**src/rtl/fsqrt_arb_pkg.sv**
```systemverilog
// Shared types and constants for the fsqrt arbiter and its result FIFOs.
package fsqrt_arb_pkg;

  localparam int FP_W     = 32;
  localparam int NREQ_DEF = 2;
  localparam int TAG_W    = $clog2(NREQ_DEF);

  typedef logic [FP_W-1:0] float32_t;

  typedef struct packed {
    logic             valid;
    logic [TAG_W-1:0] tag;
  } sqrt_tag_t;

  localparam float32_t FP_ZERO = 32'h0;

endpackage

```
**src/rtl/fsqrt_res_fifo.sv**
```systemverilog
// Synchronous single-clock result FIFO; head reads 0 while empty.
module fsqrt_res_fifo #(
  parameter int DEPTH = 4,
  parameter int W     = 32
) (
  input  logic         clk,
  input  logic         rst,
  input  logic         push,
  input  logic [W-1:0] din,
  input  logic         pop,
  output logic         full,
  output logic         empty,
  output logic [W-1:0] head
);
  localparam int AW = (DEPTH > 1) ? $clog2(DEPTH) : 1;
  localparam int CW = $clog2(DEPTH + 1);

  logic [W-1:0]  mem [DEPTH];
  logic [AW-1:0] wr_ptr, rd_ptr;
  logic [CW-1:0] count;
  logic          do_push, do_pop;

  function automatic logic [AW-1:0] ptr_inc(input logic [AW-1:0] p);
    return (p == AW'(DEPTH - 1)) ? '0 : p + 1'b1;
  endfunction

  assign empty   = (count == '0);
  assign full    = (count == CW'(DEPTH));
  assign do_pop  = pop && !empty;
  assign do_push = push && (!full || do_pop);
  assign head    = empty ? '0 : mem[rd_ptr];

  always_ff @(posedge clk) begin
    if (rst) begin
      wr_ptr <= '0;
      rd_ptr <= '0;
      count  <= '0;
    end else begin
      if (do_push) wr_ptr <= ptr_inc(wr_ptr);
      if (do_pop)  rd_ptr <= ptr_inc(rd_ptr);
      if (do_push && !do_pop)      count <= count + 1'b1;
      else if (!do_push && do_pop) count <= count - 1'b1;
    end
  end

  always_ff @(posedge clk) begin
    if (do_push) mem[wr_ptr] <= din;
  end

endmodule

```
**src/rtl/fsqrt_arbiter.sv**
```systemverilog
// Round-robin, credit-based sharing of one fixed-latency fsqrt unit among NREQ requesters.
// Optional FSQRT_ARB_BYPASS_EN: results landing on an empty FIFO are offered the same cycle.
module fsqrt_arbiter
  import fsqrt_arb_pkg::*;
#(
  parameter int NREQ      = 2,
  parameter int LATENCY   = 2,
  parameter int RES_DEPTH = 4
) (
  input  logic                 clk,
  input  logic                 rst,
  input  logic     [NREQ-1:0]  req_valid,
  input  float32_t [NREQ-1:0]  req_x,
  output logic     [NREQ-1:0]  req_ready,
  output logic     [NREQ-1:0]  res_valid,
  output float32_t [NREQ-1:0]  res_y,
  input  logic     [NREQ-1:0]  res_ready,
  output float32_t             sqrt_x,
  input  float32_t             sqrt_y,
  output logic                 busy
);
  localparam int TW = (NREQ > 1) ? $clog2(NREQ) : 1;
  localparam int CW = $clog2(RES_DEPTH + 1);

  logic [TW-1:0]  prio, gnt_idx, scan;
  logic           gnt_any;
  logic [NREQ-1:0] elig, grant, land, push, pop, take, empty, full;
  float32_t [NREQ-1:0] head;
  logic [CW-1:0]  credit [NREQ];
  logic [LATENCY-1:0] vld_p;
  logic [TW-1:0]  tag_p [LATENCY];

  // Arbitration: first eligible requester scanning upward from prio.
  always_comb begin
    gnt_any = 1'b0;
    gnt_idx = '0;
    scan    = prio;
    for (int k = 0; k < NREQ; k++) begin
      if (!gnt_any && elig[scan]) begin
        gnt_any = 1'b1;
        gnt_idx = scan;
      end
      scan = (scan == TW'(NREQ - 1)) ? '0 : scan + 1'b1;
    end
  end

  assign req_ready = grant;
  assign sqrt_x    = gnt_any ? req_x[gnt_idx] : FP_ZERO;
  assign busy      = (|vld_p) || !(&empty);

  always_ff @(posedge clk) begin
    if (rst)          prio <= '0;
    else if (gnt_any) prio <= (gnt_idx == TW'(NREQ - 1)) ? '0 : gnt_idx + 1'b1;
  end

  // Tag pipeline stages p0..p(LATENCY-1), aligned with the fsqrt pipeline.
  always_ff @(posedge clk) begin
    if (rst) begin
      vld_p <= '0;
    end else begin
      vld_p[0] <= gnt_any;
      for (int s = 1; s < LATENCY; s++) vld_p[s] <= vld_p[s-1];
    end
  end

  always_ff @(posedge clk) begin
    tag_p[0] <= gnt_idx;
    for (int s = 1; s < LATENCY; s++) tag_p[s] <= tag_p[s-1];
  end

  // Result steering, per-requester FIFOs and pop handshake.
  for (genvar i = 0; i < NREQ; i++) begin : g_req
    assign elig[i]  = req_valid[i] && (credit[i] != '0) && !rst;
    assign grant[i] = gnt_any && (gnt_idx == TW'(i));
    assign land[i]  = vld_p[LATENCY-1] && (tag_p[LATENCY-1] == TW'(i));
`ifdef FSQRT_ARB_BYPASS_EN
    logic byp;
    assign byp          = land[i] && empty[i];
    assign res_valid[i] = !rst && (!empty[i] || byp);
    assign res_y[i]     = rst       ? FP_ZERO :
                          !empty[i] ? head[i] :
                          byp       ? sqrt_y  : FP_ZERO;
    assign push[i]      = land[i] && !(byp && res_ready[i]);
`else
    assign res_valid[i] = !rst && !empty[i];
    assign res_y[i]     = rst ? FP_ZERO : head[i];
    assign push[i]      = land[i];
`endif
    assign take[i] = res_valid[i] && res_ready[i];
    assign pop[i]  = take[i] && !empty[i];

    fsqrt_res_fifo #(
      .DEPTH (RES_DEPTH),
      .W     (FP_W)
    ) u_fifo (
      .clk   (clk),
      .rst   (rst),
      .push  (push[i]),
      .din   (sqrt_y),
      .pop   (pop[i]),
      .full  (full[i]),
      .empty (empty[i]),
      .head  (head[i])
    );
  end

  // A credit reserves a FIFO slot from issue until the result is consumed.
  always_ff @(posedge clk) begin
    for (int i = 0; i < NREQ; i++) begin
      if (rst)                        credit[i] <= CW'(RES_DEPTH);
      else if (grant[i] && !take[i])  credit[i] <= credit[i] - 1'b1;
      else if (!grant[i] && take[i])  credit[i] <= credit[i] + 1'b1;
    end
  end

  always_ff @(posedge clk) begin
    if (!rst) assert ((push & full & ~pop) == '0);
  end

endmodule

```
**config.mk**
```make
export PLATFORM = sky130hd
export DESIGN_NAME = fsqrt_arbiter
export DESIGN_NICKNAME = d
export VERILOG_FILES = /design/src/rtl/fsqrt_arb_pkg.sv /design/src/rtl/fsqrt_res_fifo.sv /design/src/rtl/fsqrt_arbiter.sv
export SDC_FILE = /design/constraint.sdc
export NUM_CORES = 1
export LEC_CHECK = 0
export CAP_MARGIN = 5
export CORE_MARGIN = 2
export CORE_UTILIZATION = 35
export CTS_CLUSTER_DIAMETER = 120
export DETAILED_ROUTE_END_ITERATION = 8
export HOLD_SLACK_MARGIN = 0.15
export PLACE_DENSITY = 0.56
export SYNTH_ARGS = -nofsm -noshare
export SYNTH_HDL_FRONTEND = slang
export SYNTH_HIERARCHICAL = 1
export SYNTH_SLANG_ARGS = --single-unit
```
**constraint.sdc**
```tcl
create_clock -name clk -period 3.27 [get_ports clk]
set_input_delay 0.654 -clock clk [delete_from_list [all_inputs] [get_ports clk]]
set_output_delay 0.654 -clock clk [all_outputs]
set_load 0.01 [all_outputs]
```
---- Yosys cells after proc, flatten, opt, wreduce, memory -nomap -nowiden ----
Memory sizes are Yosys's and may differ from the RTL's. A register that Yosys moved wholly into a read port is not among the register bits.
Cells that the tools add are included.
W data, S select, Z words.
storage, ports and cells
  flip-flop bits (word level) ............. 17
  bits in writable memories ............... 264
  output and inout bits ................... 101
  logic and storage cells ................. 147
  memories kept ........................... 4
operators by class
  add/sub/neg operators ................... 14
  $lt $le $gt $ge ......................... 3
  eq/ne operators ......................... 6
  multiplexer cells ....................... 53
  bitwise logic cells ..................... 6
  reduce and logical (&&, ||, !) cells .... 53
memory list
  memory               depth  bits a word  read ports  clocked after Yosys merged registers in  write ports  line                  text
  g_req[0].u_fifo.mem  4      32           1           1                                        1            fsqrt_res_fifo.sv:18  logic [W-1:0] mem [DEPTH];
  g_req[1].u_fifo.mem  4      32           1           1                                        1            fsqrt_res_fifo.sv:18
  credit               2      3            2           0                                        2            fsqrt_arbiter.sv:29   logic [CW-1:0] credit [NREQ];
  tag_p                2      1            2           0                                        2            fsqrt_arbiter.sv:31   logic [TW-1:0] tag_p [LATENCY];
operators by type and width
  kind                   number
  $mux W32               7
  $mux W1                30
  $logic_and A1 B1 Y1    27
  $mux W3                8
  $mux W2                8
  $logic_not A1 Y1       15
  $add A3 B1 Y3 const B  4
  $sub A3 B1 Y3 const B  4
  $add A2 B1 Y2 const B  4
  $eq A2 B2 Y1 const B   4
  $eq A3 B3 Y1 const B   2
  $logic_not A3 Y1       2
  $lt A1 B2 Y1 const B   3
  $reduce_bool A3 Y1     2
  $or A1 B1 Y1           4
  $reduce_bool A2 Y1     2
  $logic_or A1 B1 Y1     3
  $add A1 B1 Y1 const B  2
  $not A1 Y1             2
  $reduce_and A2 Y1      1
  $reduce_or A2 Y1       1

---- Depth between registers and ports, before layout ----
Gate-level depths: netlist of the first run.
  depth after elaboration ................. 18
  mapped depth ............................ 13
  depth with buffers taken out ............ 12

---- By module ----
The synthesis of the first run kept the hierarchy.
by module, submodules not included
  module          times used  cells each  area an instance (um2)
  fsqrt_res_fifo  2           249         5,303.8
  fsqrt_arbiter   1           169         1,376.3

---- Worst setup path after synthesis of the first run ----
OpenSTA, ideal clock, no wires.
  path kind ............................... reg-to-reg
  from .................................... reg g_req[0].u_fifo.count[0]
  to ...................................... reg g_req[0].u_fifo.count[2]
  library setup time ...................... 71 ps
  arrival time ............................ 3,110 ps
  setup slack ............................. 90 ps
  stages on the path, launching flop included .. 14
  path buffers ............................ 1
  period minus slack after synthesis ...... 3,180 ps
  cells stage by stage .................... dfxtp_1 -> nor3_1 -> clkbuf_1 -> nor2_1 -> nand2_1 -> inv_1 -> or4b_4 -> and2_4 -> ha_1 -> inv_1 -> fa_1 -> xor2_1 -> or3_1 -> a21oi_1
between the ends
  word-level cells in the longest chain between the ends .. 11
RTL lines
  element                       line                  text
  start, declared               fsqrt_res_fifo.sv:20  logic [CW-1:0] count;
  start signal, assigned        fsqrt_res_fifo.sv:41  if (do_push && !do_pop) count <= count + 1'b1;
  start signal, assigned        fsqrt_res_fifo.sv:42  else if (!do_push && do_pop) count <= count - 1'b1;
  $logic_not A3 Y1 (*)          fsqrt_res_fifo.sv:27  assign empty = (count == '0);
  net empty[0]                  fsqrt_arbiter.sv:27   logic [NREQ-1:0] elig, grant, land, push, pop, take, empty, full;
  $logic_not A1 Y1 (*)          fsqrt_arbiter.sv:85   assign res_valid[i] = !rst && !empty[i];
  $logic_and A1 B1 Y1 (*)       fsqrt_arbiter.sv:85
  net res_valid[0]              fsqrt_arbiter.sv:15   output logic [NREQ-1:0] res_valid,
  $logic_and A1 B1 Y1 (*)       fsqrt_arbiter.sv:89   assign take[i] = res_valid[i] && res_ready[i];
  $logic_and A1 B1 Y1 (*)       fsqrt_arbiter.sv:90   assign pop[i] = take[i] && !empty[i];
  net pop[0]                    fsqrt_arbiter.sv:27
  $logic_and A1 B1 Y1 (*)       fsqrt_res_fifo.sv:29  assign do_pop = pop && !empty;
  $logic_or A1 B1 Y1 (*)        fsqrt_res_fifo.sv:30  assign do_push = push && (!full || do_pop);
  $logic_and A1 B1 Y1 (*)       fsqrt_res_fifo.sv:30
  net g_req[0].u_fifo.do_push   fsqrt_res_fifo.sv:21  logic do_push, do_pop;
  $logic_not A1 Y1              fsqrt_res_fifo.sv:42
  $logic_and A1 B1 Y1           fsqrt_res_fifo.sv:42
  $reduce_bool A2 Y1 (no line)  --
Mark *: on every way through the listed nets, which the timed path passes. The rest lies on a longest branch. The select of a mux whose other input is x is not followed.
A chain may end at the register's enable or synchronous reset.

==> metrics.md, run 1 <==
| Metric | Value |
|---|---|
| Hold depth | `0` |
| 1st-iter DRT viols | `about 430` |
| Layout area overhead | `32.3%` |
| First-pass GRT wire length | `around 43 mm` |
| Crit-path slowest cell | `clkdlybuf4s50_1` |
| Die area | `roughly 36000 um2` |
| Switching share of power | `22.0%` |
| Skew final | `roughly 0.016 ns` |
| Switching power total | `roughly 1.9 mW` |
| Type of origin of the critical path | `flip-flop` |
| Initial DRT Pass Iterations | `4` |
| Sequential Power Share | `between 40 and 50%` |
| Post-DR wirelength/cell | `~21 um` |
| Fillers | `around 2900` |
| Delay-heaviest family, CP | `buffers and inverters` |
| R2R depth | `12` |
| Share of cells above drive strength 1 | `a little under a fifth` |
| Worst-path fanout max | `13` |
| Fmax achieved | `approximately 320 MHz` |
| Rows | `67` |
| DP Wirelength | `17.1 mm` |
| Hold slack | `approximately 0.4 ns` |
| DRC Markers | `0` |
| CTS root buf | `clkbuf_16` |
| Critical path depth | `5` |
| Max stage delay on crit path | `~0.52 ns` |
| IO buf count | `around 200` |
| Final setup viols | `0` |
| CP Cell Sequence | `clkbuf_16, mux4_2, nor2b_1, nor2b_1, clkdlybuf4s50_1` |
| Worst-Margin Slew | `between 1 and 1.5 ns` |
| Hold Vio Cnt, Final | `0` |
| Syn_area_per_cell | `18.0 um2` |
| CP endpoint kind | `output pin` |
| CTS Sinks | `roughly 290` |
| Leakage | `5.55 nW` |
| Tot GR Track Use | `between 10% and 20%` |
| Fin. max-slew vios | `0` |
| Cells after Synth | `roughly 670` |
| Worst-case clock buffer depth | `3` |
| Synthesis Warnings | `6` |
| Initial antenna violation count | `1` |
| Crit path buf inv count | `2` |
| Worst-path clk slew | `around 0.060 ns` |
| Largest net degree at the start of global routing | `a little under 60` |
| Relative slew slack | `between 20 and 30%` |
| # IOs | `slightly above 200` |
| Via count | `6679` |
| Placed Cells incl. Taps | `roughly 1300` |
| NumNets Final | `a little over 1000` |
| Clk pwr share | `just under 40%` |
| Post-route ant nets | `0` |
| Width of the die | `about 190 um` |
| P per Cell Area | `~540 nW/um2` |
| Layout Utilization | `47.1%` |
| Hold Crit Class | `reg2reg` |
| Final worst-path cycle share | `a little over nine tenths` |
| Grt total ovfl | `0` |
| Total Routed Length | `about 29 mm` |
| Syn nets | `between 700 and 800` |
| CTS tree | `built` |
| Max-cap violations | `0` |
| Gate power share | `between 10% and 20%` |
| Fin crit period | `~3.2 ns` |
| Vias per cell | `4.88` |
| Cell internal pwr | `roughly 6.6 mW` |
| Cts bufs inserted | `31` |
| Status | `finished, final reports clean` |
| Maximum vdd drop | `302 uV` |
| Arr. time, crit path | `between 2 and 3 ns` |
| Core area | `between 30000 and 40000 um2` |
| Non-filler instance count after layout | `roughly 1400` |
| H-tree levels | `1` |
| Vias in the first global route | `7032` |
| CP dominant cell by count | `nor2b_1` |
| Clock latency on the worst-skew pair | `0.56 ns` |
| Die Y-Extent | `around 190 um` |
| Critical path class | `reg2out` |
| Starting density of the core | `a little over a third` |
| Data required time of the worst path | `2.62 ns` |
| Post-Syn Area | `between 10000 and 15000 um2` |
| GPL Wtd Cong | `0.891` |
==> worst paths after layout <==
check / slack (ns) / to / from
worst max-delay path: 0.10 / res_y[4] / flip-flop
worst min-delay path: 0.39 / tag_p[0][1]$_DFF_P_ / tag_p[0][0]$_DFF_P_
worst max register to register: 0.38 / g_req[0].u_fifo/count[2]$_SDFFE_PP0P_ / g_req[0].u_fifo/count[0]$_SDFFE_PP0P_
worst min register to register: 0.39 / tag_p[0][1]$_DFF_P_ / tag_p[0][0]$_DFF_P_
==> power by group through the flow <==
stage	logic [mW]	registers (mW)	clock network [mW]
after global routing	1.11	4.10	3.64
after detailed placement	0.998	4.17	0
after floorplan	0.471	4.16	0
after global placement	0.991	4.17	0
after CTS	1.02	4.09	3.47
final	1.01	4.09	3.38
==> registers in the layout, indices dropped and copies added, names as in the netlist, named ones only <==
signal               count
g_req.u_fifo/count       6
vld_p                    2
g_req.u_fifo/wr_ptr      4
g_req.u_fifo/rd_ptr      4
prio                     1
tag_p                    2
g_req.u_fifo/mem       256
credit                   6
==> routing by layer <==
| layer | global-route usage [%] | vias to the layer above | wire [um] |
|---|---|---|---|
| li1 | - | 3053 | - |
| met1 | 21.6 | 3354 | 12700 |
| met2 | 26.3 | 240 | 13600 |
| met3 | 3.67 | 32 | 2050 |
| met4 | 3.55 | 0 | 463 |
| met5 | 0 | - | 0 |
==> through the flow <==
stage,setup slack [ns],TNS [ns],area (um2),power (mW)
after global placement,-0.313,-9.86,14600,5.16
after global routing,-0.000903,-0.000903,15800,8.84
after floorplan,0.101,0,12000,4.63
after CTS,0.0000304,0,15700,8.58
final,0.103,0,15800,8.49
after detailed placement,-0.405,-12.48,14600,5.17
==> final cells by class <==
cell class / instances / area [um2] / area share [%]
Inverter: 11 / 41.3 / 0.261
Multi-Input combinational cell: 334 / 3460 / 21.9
Antenna cell: 1 / 2.50 / 0.0158
Sequential cell: 285 / 8340 / 52.6
Timing Repair Buffer: 231 / 2430 / 15.4
Tap cell: 448 / 561 / 3.54
Clock buffer: 42 / 837 / 5.29
Clock inverter: 16 / 165 / 1.04
==> what timing repair did <==
action	CTS	global route
endpoints found under the hold margin	0	0
hold buffers	0	0
setup endpoints to repair	52	58
gates cloned	2	1
pin swaps	4	1
resized for setup	19	29
buffers inserted	5	2
==> cells in the final DEF, fill, tap and decap left out, types with 3 or more instances in the layout <==
| cell type | instances |
|---|---|
| a21oi_1 | 5 |
| a22o_1 | 32 |
| and2b_1 | 12 |
| and3_2 | 8 |
| buf_12 | 9 |
| buf_4 | 18 |
| bufinv_16 | 3 |
| clkbuf_1 | 9 |
| clkbuf_16 | 32 |
| clkdlybuf4s50_1 | 167 |
| clkinv_1 | 6 |
| clkinv_2 | 5 |
| dfxtp_1 | 19 |
| dfxtp_2 | 3 |
| dlygate4sd2_1 | 13 |
| dlymetal6s2s_1 | 21 |
| edfxtp_1 | 262 |
| fa_1 | 3 |
| ha_1 | 15 |
| inv_1 | 11 |
| mux2i_1 | 5 |
| mux4_2 | 64 |
| nand2_1 | 5 |
| nand3_1 | 6 |
| nor2_1 | 11 |
| nor2b_1 | 119 |
| nor3_2 | 3 |
| o21ai_0 | 3 |
| o31ai_2 | 4 |
| or2_2 | 3 |
| or3_1 | 5 |
| xor2_1 | 5 |
==> worst reg2reg max path, delay by kind of cell, from the launching register on <==
family | cells | cell delay (ns)
simple gates | 6 | 1.70
flops | 1 | 0.38
fa+ha+maj | 2 | 0.38
buf+inv | 2 | 0.15
compound gates | 1 | 0.13
xor+xnor | 1 | 0.08
No activity file was read; power rests on OpenSTA's default activity.
==> run 2, diff against run 1 <==
Settings changed: CTS_CLUSTER_SIZE set to 16, GPL_TIMING_DRIVEN set to 1.
Clock period 3.27 ns to 2.8 ns, I/O delays scaled along.
==> metrics.md, run 2 (synthesis results as in run 1) <==
| Metric | Value |
|---|---|
| CTS tree | `built (unchanged)` |
| Status | `finished, final reports clean (unchanged)` |
| Die Y-Extent | `189 um (unchanged)` |
| H-tree levels | `1 (unchanged)` |
| CP endpoint kind | `output pin (unchanged)` |
| Skew final | `0.00809 ns (was 0.0156 ns)` |
| CTS Sinks | `285 (unchanged)` |
| R2R depth | `13 (was 12)` |
| Final setup viols | `0 (unchanged)` |
| Met3 wire length | `1.87 mm (was 2.05 mm)` |
| Reg-to-reg endpoint | `g_req[0].u_fifo/count[2]$_SDFFE_PP0P_ (unchanged)` |
| Width of the die | `189 um (unchanged)` |
| IO buf count | `202 (unchanged)` |
| P per Cell Area | `561 nW/um2 (was 536 nW/um2)` |
| Post-route ant nets | `0 (unchanged)` |
| Tot GR Track Use | `16.4% (was 15.9%)` |
| Rows | `67 (unchanged)` |
| Post-DR wirelength/cell | `21.1 um (was 21.0 um)` |
| Core area | `33600 um2 (unchanged)` |
| Fin crit period | `2.77 ns` |
| Unrepaired setup endpoints after global routing | `true` |
| Fin. max-slew vios | `0 (unchanged)` |
| Worst-case clock buffer depth | `3 (unchanged)` |
| Largest register by flop count | `g_req.u_fifo/mem (unchanged)` |
| Layout Utilization | `47.2% (was 47.1%)` |
| Type of origin of the critical path | `flip-flop (unchanged)` |
| First-pass GRT wire length | `43.6 mm (was 43.1 mm)` |
| Setup TNS | `0 ns (unchanged)` |
| Worst R2R Setup Slack | `0.16 ns (was 0.38 ns)` |
| Final worst-path cycle share | `between 90 and 100%` |
| Total Routed Length | `29.8 mm (was 28.8 mm)` |
| Leakage | `5.57 nW (was 5.55 nW)` |
| Top Layer Used | `met4 (unchanged)` |
| Via count | `6899 (was 6679)` |
| Reg2reg start | `g_req[0].u_fifo/count[1]$_SDFFE_PP0P_ (was g_req[0].u_fifo/count[0]$_SDFFE_PP0P_)` |
| DRC Markers | `0 (unchanged)` |
| Vias in the first global route | `7067 (was 7032)` |
| DP Wirelength | `17.4 mm (was 17.1 mm)` |
| Fmax achieved | `between 300 and 400 MHz` |
| M1 WL | `12.8 mm (was 12.7 mm)` |
| Worst-path fanout max | `7 (was 13)` |
| # IOs | `203 (unchanged)` |
| Critical Path Sink | `res_y[40] (was res_y[4])` |
| 1st-iter DRT viols | `448 (was 427)` |
| Commonest non-fill, non-tap cell in the layout | `edfxtp_1 (unchanged)` |
| Detail Route met2 WL | `14.7 mm (was 13.6 mm)` |
| Die area | `35700 um2 (unchanged)` |
| Max reg flops | `256 (unchanged)` |
| Regs by FF count | `g_req.u_fifo/mem: 256 flops, credit: 6 flops, g_req.u_fifo/count: 6 flops (unchanged)` |
| Initial DRT Pass Iterations | `4 (unchanged)` |
| Clock latency on the worst-skew pair | `0.51 ns (was 0.56 ns)` |
| Worst-path clk slew | `0.07 ns (was 0.06 ns)` |
| Arr. time, crit path | `2.21 ns (was 2.51 ns)` |
| Hold Crit Class | `in2reg (was reg2reg)` |
| Worst-Margin Slew | `0.665 ns (was 1.06 ns)` |
| Critical path class | `reg2out (unchanged)` |
| Hold Vio Cnt, Final | `0 (unchanged)` |
| Grt total ovfl | `0 (unchanged)` |
| Cts bufs inserted | `21 (was 31)` |
| Vias per cell | `4.88 (about the same)` |
| Max-cap violations | `0 (unchanged)` |
| CTS Hold Bufs | `0 (unchanged)` |
| Layout area overhead | `32.6% (was 32.3%)` |
| Data required time of the worst path | `2.24 ns (was 2.62 ns)` |
| Initial antenna violation count | `0 (was 1)` |
| NumNets Final | `1070 (was 1014)` |
| Largest net degree at the start of global routing | `55 (was 58)` |
| Maximum vdd drop | `431 uV (was 302 uV)` |
| Share of cells above drive strength 1 | `31.5% (was 18.5%)` |
| Starting density of the core | `35.6% (unchanged)` |
| Pre-CTS setup slack | `-0.253 ns (was -0.405 ns)` |
| Number of diodes | `0 (was 1)` |
| Post-detailed-placement cell area | `15000 um2 (was 14600 um2)` |
| GPL Wtd Cong | `0.781 (was 0.891)` |
| Commonest cells after routing, fill and taps aside | `edfxtp_1 (262), nor2b_1 (115), clkdlybuf4s50_1 (103), mux4_2 (64), buf_4 (56) (was edfxtp_1 (262), clkdlybuf4s50_1 (167), nor2b_1 (119), mux4_2 (64))` |
| Relative slew slack | `55.7% (was 29.2%)` |
| Final WS setup | `0.0343 ns (was 0.103 ns)` |
| CTS root buf | `clkbuf_16 (unchanged)` |
| Design area | `15900 um2 (was 15800 um2)` |
[run 2: cell count changes in the layout (fill, tap and decap cells not counted), moves of 21 or more]
cell / delta
clkdlybuf4s50_1: -64
buf_2: +53
buf_4: +38
clkdlybuf4s15_1: +23
clkbuf_2: +21
dlymetal6s2s_1: -21
[run 2: critical path: stages, from the launching register on]
cell and delay [ns]:
dfxtp_4 0.37, buf_6 0.13, buf_16 0.14, buf_4 0.12, mux4_2 0.47, nor2b_1 0.13, nor2b_1 0.16, buf_2 0.18
[run 2: repair_timing]
| action | 4_1_cts | 5_1_grt |
|---|---|---|
| gates cloned | 7 | 2 |
| gates resized for setup | 288 | 84 |
| endpoints found under the setup margin | 98 | 87 |
| hold endpoints to repair | 0 | 0 |
| buffers inserted | 23 | 14 |
| pin swaps | 6 | 10 |
[run 2: report_power, final]
| group | switching [mW] | internal [mW] |
|---|---|---|
| logic | 0.618 | 0.716 |
| registers | 0.0440 | 4.73 |
| clock network | 1.38 | 1.42 |
| total | 2.04 | 6.87 |
[run 2: worst min path at each step]
stage | from | to | slack [ns] | cells past startpoint
2_1_floorplan | tag_p[0][0]$_DFF_P_ | tag_p[0][1]$_DFF_P_ | 0.31 | 0
3_3_place_gp | tag_p[0][0]$_DFF_P_ | tag_p[0][1]$_DFF_P_ | 0.36 | 0
3_5_place_dp | tag_p[0][0]$_DFF_P_ | tag_p[0][1]$_DFF_P_ | 0.35 | 0
4_1_cts | rst | prio$_SDFFE_PP0P_ | 0.28 | 2
5_1_grt | rst | prio$_SDFFE_PP0P_ | 0.29 | 2
6_report | rst | prio$_SDFFE_PP0P_ | 0.29 | 2
[run 2: per-layer routing]
| metal | vias up | global-route usage [%] |
|---|---|---|
| li1 | 3149 | - |
| met1 | 3497 | 21.7 |
| met2 | 227 | 28.7 |
| met3 | 26 | 2.98 |
| met4 | 0 | 3.06 |
| met5 | - | 0 |
[run 2: layout make-up]
type                       instances  area, um2
fill                            2937      17700
sequential                       285       8340
multi-input combinational        333       3530
timing repair buffer             298       2800
clock buffer                      36        582
tap                              448        561
inverter                          11       41.3
clock inverter                     2       13.8
[run 2: stage by stage]
step	hold WS [ns]	cells	power, mW
2_1_floorplan	0.310	665	5.42
3_5_place_dp	0.352	1331	6.10
4_1_cts	0.283	1399	8.97
3_3_place_gp	0.364	1331	6.09
5_1_grt	0.292	1413	9.27
6_report	0.293	1413	8.91
==> run 3, diff against run 2 <==
Settings changed: GPL_ROUTABILITY_DRIVEN set to 0, TNS_END_PERCENT set to 10.
==> metrics.md, run 3 (synthesis results as in run 1) <==
| Metric | Value |
|---|---|
| Worst-case clock buffer depth | `3 (unchanged)` |
| IO buf count | `202 (unchanged)` |
| Via count | `6790 (was 6899)` |
| Post-route ant nets | `0 (unchanged)` |
| Hold slack | `0.305 ns (was 0.293 ns)` |
| Vias per cell | `4.90 (was 4.88)` |
| Grt total ovfl | `0 (unchanged)` |
| Fmax achieved | `361 MHz (was 362 MHz)` |
| Skew final | `0.00925 ns (was 0.00809 ns)` |
| Worst-path fanout max | `6 (was 7)` |
| Type of origin of the critical path | `flip-flop (unchanged)` |
| P per Cell Area | `567 nW/um2 (was 561 nW/um2)` |
| Number of diodes | `0 (unchanged)` |
| Vias in the first global route | `6949 (was 7067)` |
| Starting density of the core | `35.6% (unchanged)` |
| First-pass GRT wire length | `42.4 mm (was 43.6 mm)` |
| Detail Route met2 WL | `14.3 mm (was 14.7 mm)` |
| M1 WL | `12.5 mm (was 12.8 mm)` |
| Arr. time, crit path | `2.21 ns (about the same)` |
| Crit-path slowest cell | `mux4_2 (unchanged)` |
| CP endpoint kind | `output pin (unchanged)` |
| Share of cells above drive strength 1 | `30.5% (was 31.5%)` |
| Data required time of the worst path | `2.24 ns (about the same)` |
| Placed Cells incl. Taps | `1331 (unchanged)` |
| Worst-Margin Slew | `0.662 ns (was 0.665 ns)` |
| Final setup viols | `0 (unchanged)` |
| Critical path class | `reg2out (unchanged)` |
| Tot GR Track Use | `15.9% (was 16.4%)` |
| Max-cap violations | `0 (unchanged)` |
| Die area | `35700 um2 (unchanged)` |
| CTS Hold Bufs | `0 (unchanged)` |
| Layout Utilization | `45.9% (was 47.2%)` |
| DP Wirelength | `17.4 mm (unchanged)` |
| DRC Markers | `0 (unchanged)` |
| CP Cell Sequence | `buf_12, buf_12, mux4_2, nor2b_1, nor2b_1, buf_2 (was buf_6, buf_16, buf_4, mux4_2, nor2b_1, nor2b_1, buf_2)` |
| Width of the die | `189 um (unchanged)` |
| Maximum vdd drop | `433 uV (was 431 uV)` |
| H-tree levels | `1 (unchanged)` |
| Layout area overhead | `29.0% (was 32.6%)` |
| Clock latency on the worst-skew pair | `0.51 ns (about the same)` |
| Initial DRT Pass Iterations | `4 (unchanged)` |
| Post-DR wirelength/cell | `21.1 um (about the same)` |
| Max reg flops | `256 (unchanged)` |
| Die Y-Extent | `189 um (unchanged)` |
| Design area | `15400 um2 (was 15900 um2)` |
| Non-filler instance count after layout | `1386 (was 1413)` |
| Commonest cells after routing, fill and taps aside | `edfxtp_1 (262), nor2b_1 (118), clkdlybuf4s50_1 (102), mux4_2 (64), clkbuf_2 (52) (was edfxtp_1 (262), nor2b_1 (115), clkdlybuf4s50_1 (103), mux4_2 (64), buf_4 (56))` |
| Regs by FF count | `g_req.u_fifo/mem: 256 flops, credit: 6 flops, g_req.u_fifo/count: 6 flops (unchanged)` |
| CTS Sinks | `285 (unchanged)` |
| Top Layer Used | `met4 (unchanged)` |
| Final worst-path cycle share | `99.0% (was 98.8%)` |
| Hold Vio Cnt, Final | `0 (unchanged)` |
| Relative slew slack | `55.9% (was 55.7%)` |
| # IOs | `203 (unchanged)` |
| NumNets Final | `1043 (was 1070)` |
| Total Routed Length | `29.2 mm (was 29.8 mm)` |
| Worst-path clk slew | `0.07 ns (about the same)` |
| 1st-iter DRT viols | `353 (was 448)` |
| CTS tree | `built (unchanged)` |
| CTS root buf | `clkbuf_16 (unchanged)` |
| Core area | `33600 um2 (unchanged)` |
| Largest register by flop count | `g_req.u_fifo/mem (unchanged)` |
| Hold Crit Class | `in2reg (unchanged)` |
| Fin crit period | `2.77 ns (about the same)` |
| Max stage delay on crit path | `0.49 ns (was 0.47 ns)` |
| Unrepaired setup endpoints after global routing | `true (unchanged)` |
| Commonest non-fill, non-tap cell in the layout | `edfxtp_1 (unchanged)` |
| Initial antenna violation count | `0 (unchanged)` |
| Leakage | `5.38 nW (was 5.57 nW)` |
| Rows | `67 (unchanged)` |
| Fin. max-slew vios | `0 (unchanged)` |
| Post-detailed-placement cell area | `15000 um2 (unchanged)` |
| Status | `finished, final reports clean (unchanged)` |
| Cts bufs inserted | `21 (unchanged)` |
| Largest net degree at the start of global routing | `55 (unchanged)` |
| Met3 wire length | `1.95 mm (was 1.87 mm)` |
| Total power after layout | `8.76 mW (was 8.91 mW)` |
run 3: cell types whose count changed in the layout (fill, tap and decap cells not counted), moves of 3 or more:
cell | previous run | this run
buf_12 | 18 | 14
buf_4 | 56 | 43
buf_2 | 53 | 37
nor2b_1 | 115 | 118
clkbuf_2 | 21 | 52
clkdlybuf4s15_1 | 23 | 7
buf_6 | 15 | 5
nor2b_4 | 4 | 1
run 3: report_power, final:
part | internal [mW] | total (mW) | switching [mW]
Combinational | 0.601 | 1.17 | 0.573
Sequential | 4.73 | 4.77 | 0.0447
Clock | 1.42 | 2.81 | 1.39
Total | 6.75 | 8.76 | 2.01
run 3: final timing paths:
path	start	to	cells past startpoint	slack (ns)
setup reg to reg	g_req[0].u_fifo/count[1]$_SDFFE_PP0P_	g_req[0].u_fifo/count[2]$_SDFFE_PP0P_	12	0.13
hold reg to reg	tag_p[0][0]$_DFF_P_	tag_p[0][1]$_DFF_P_	0	0.37
setup / recovery	flip-flop	res_y[16]	6	0.03
hold / removal	rst	prio$_SDFFE_PP0P_	2	0.30
run 3: metal layers:
layer  up-vias  track usage, %
met3        26            3.04
met1      3440            20.8
met4         0            3.06
met5         -               0
li1       3097               -
met2       227            27.8
run 3: what timing repair did:
| action | CTS | global route |
|---|---|---|
| resized for setup | 257 | 90 |
| buffers inserted | 8 | 1 |
| gates cloned | 5 | 3 |
| pin swaps | 5 | 2 |
| setup endpoints to repair | 98 | 66 |
run 3: area by class of cell:
class	count	area [um2]
multi-input combinational	333	3480
sequential	285	8340
clock buffer	36	582
inverter	11	41.3
timing repair buffer	271	2430
fill	2986	18200
tap	448	561
clock inverter	2	13.8
run 3: stage by stage:
stage,setup TNS (ns),setup slack (ns)
after CTS,-0.242,-0.0447
after global placement,-5.34,-0.200
after detailed placement,-6.99,-0.253
after global routing,-0.231,-0.0539
after floorplan,-0.00146,-0.00146
final,0,0.0275
run 3: critical path, delay by kind of cell (launching register included):
kind	cells	cell delay, ns
mux	1	0.49
flops	1	0.46
buf+inv	3	0.45
simple gates	2	0.30
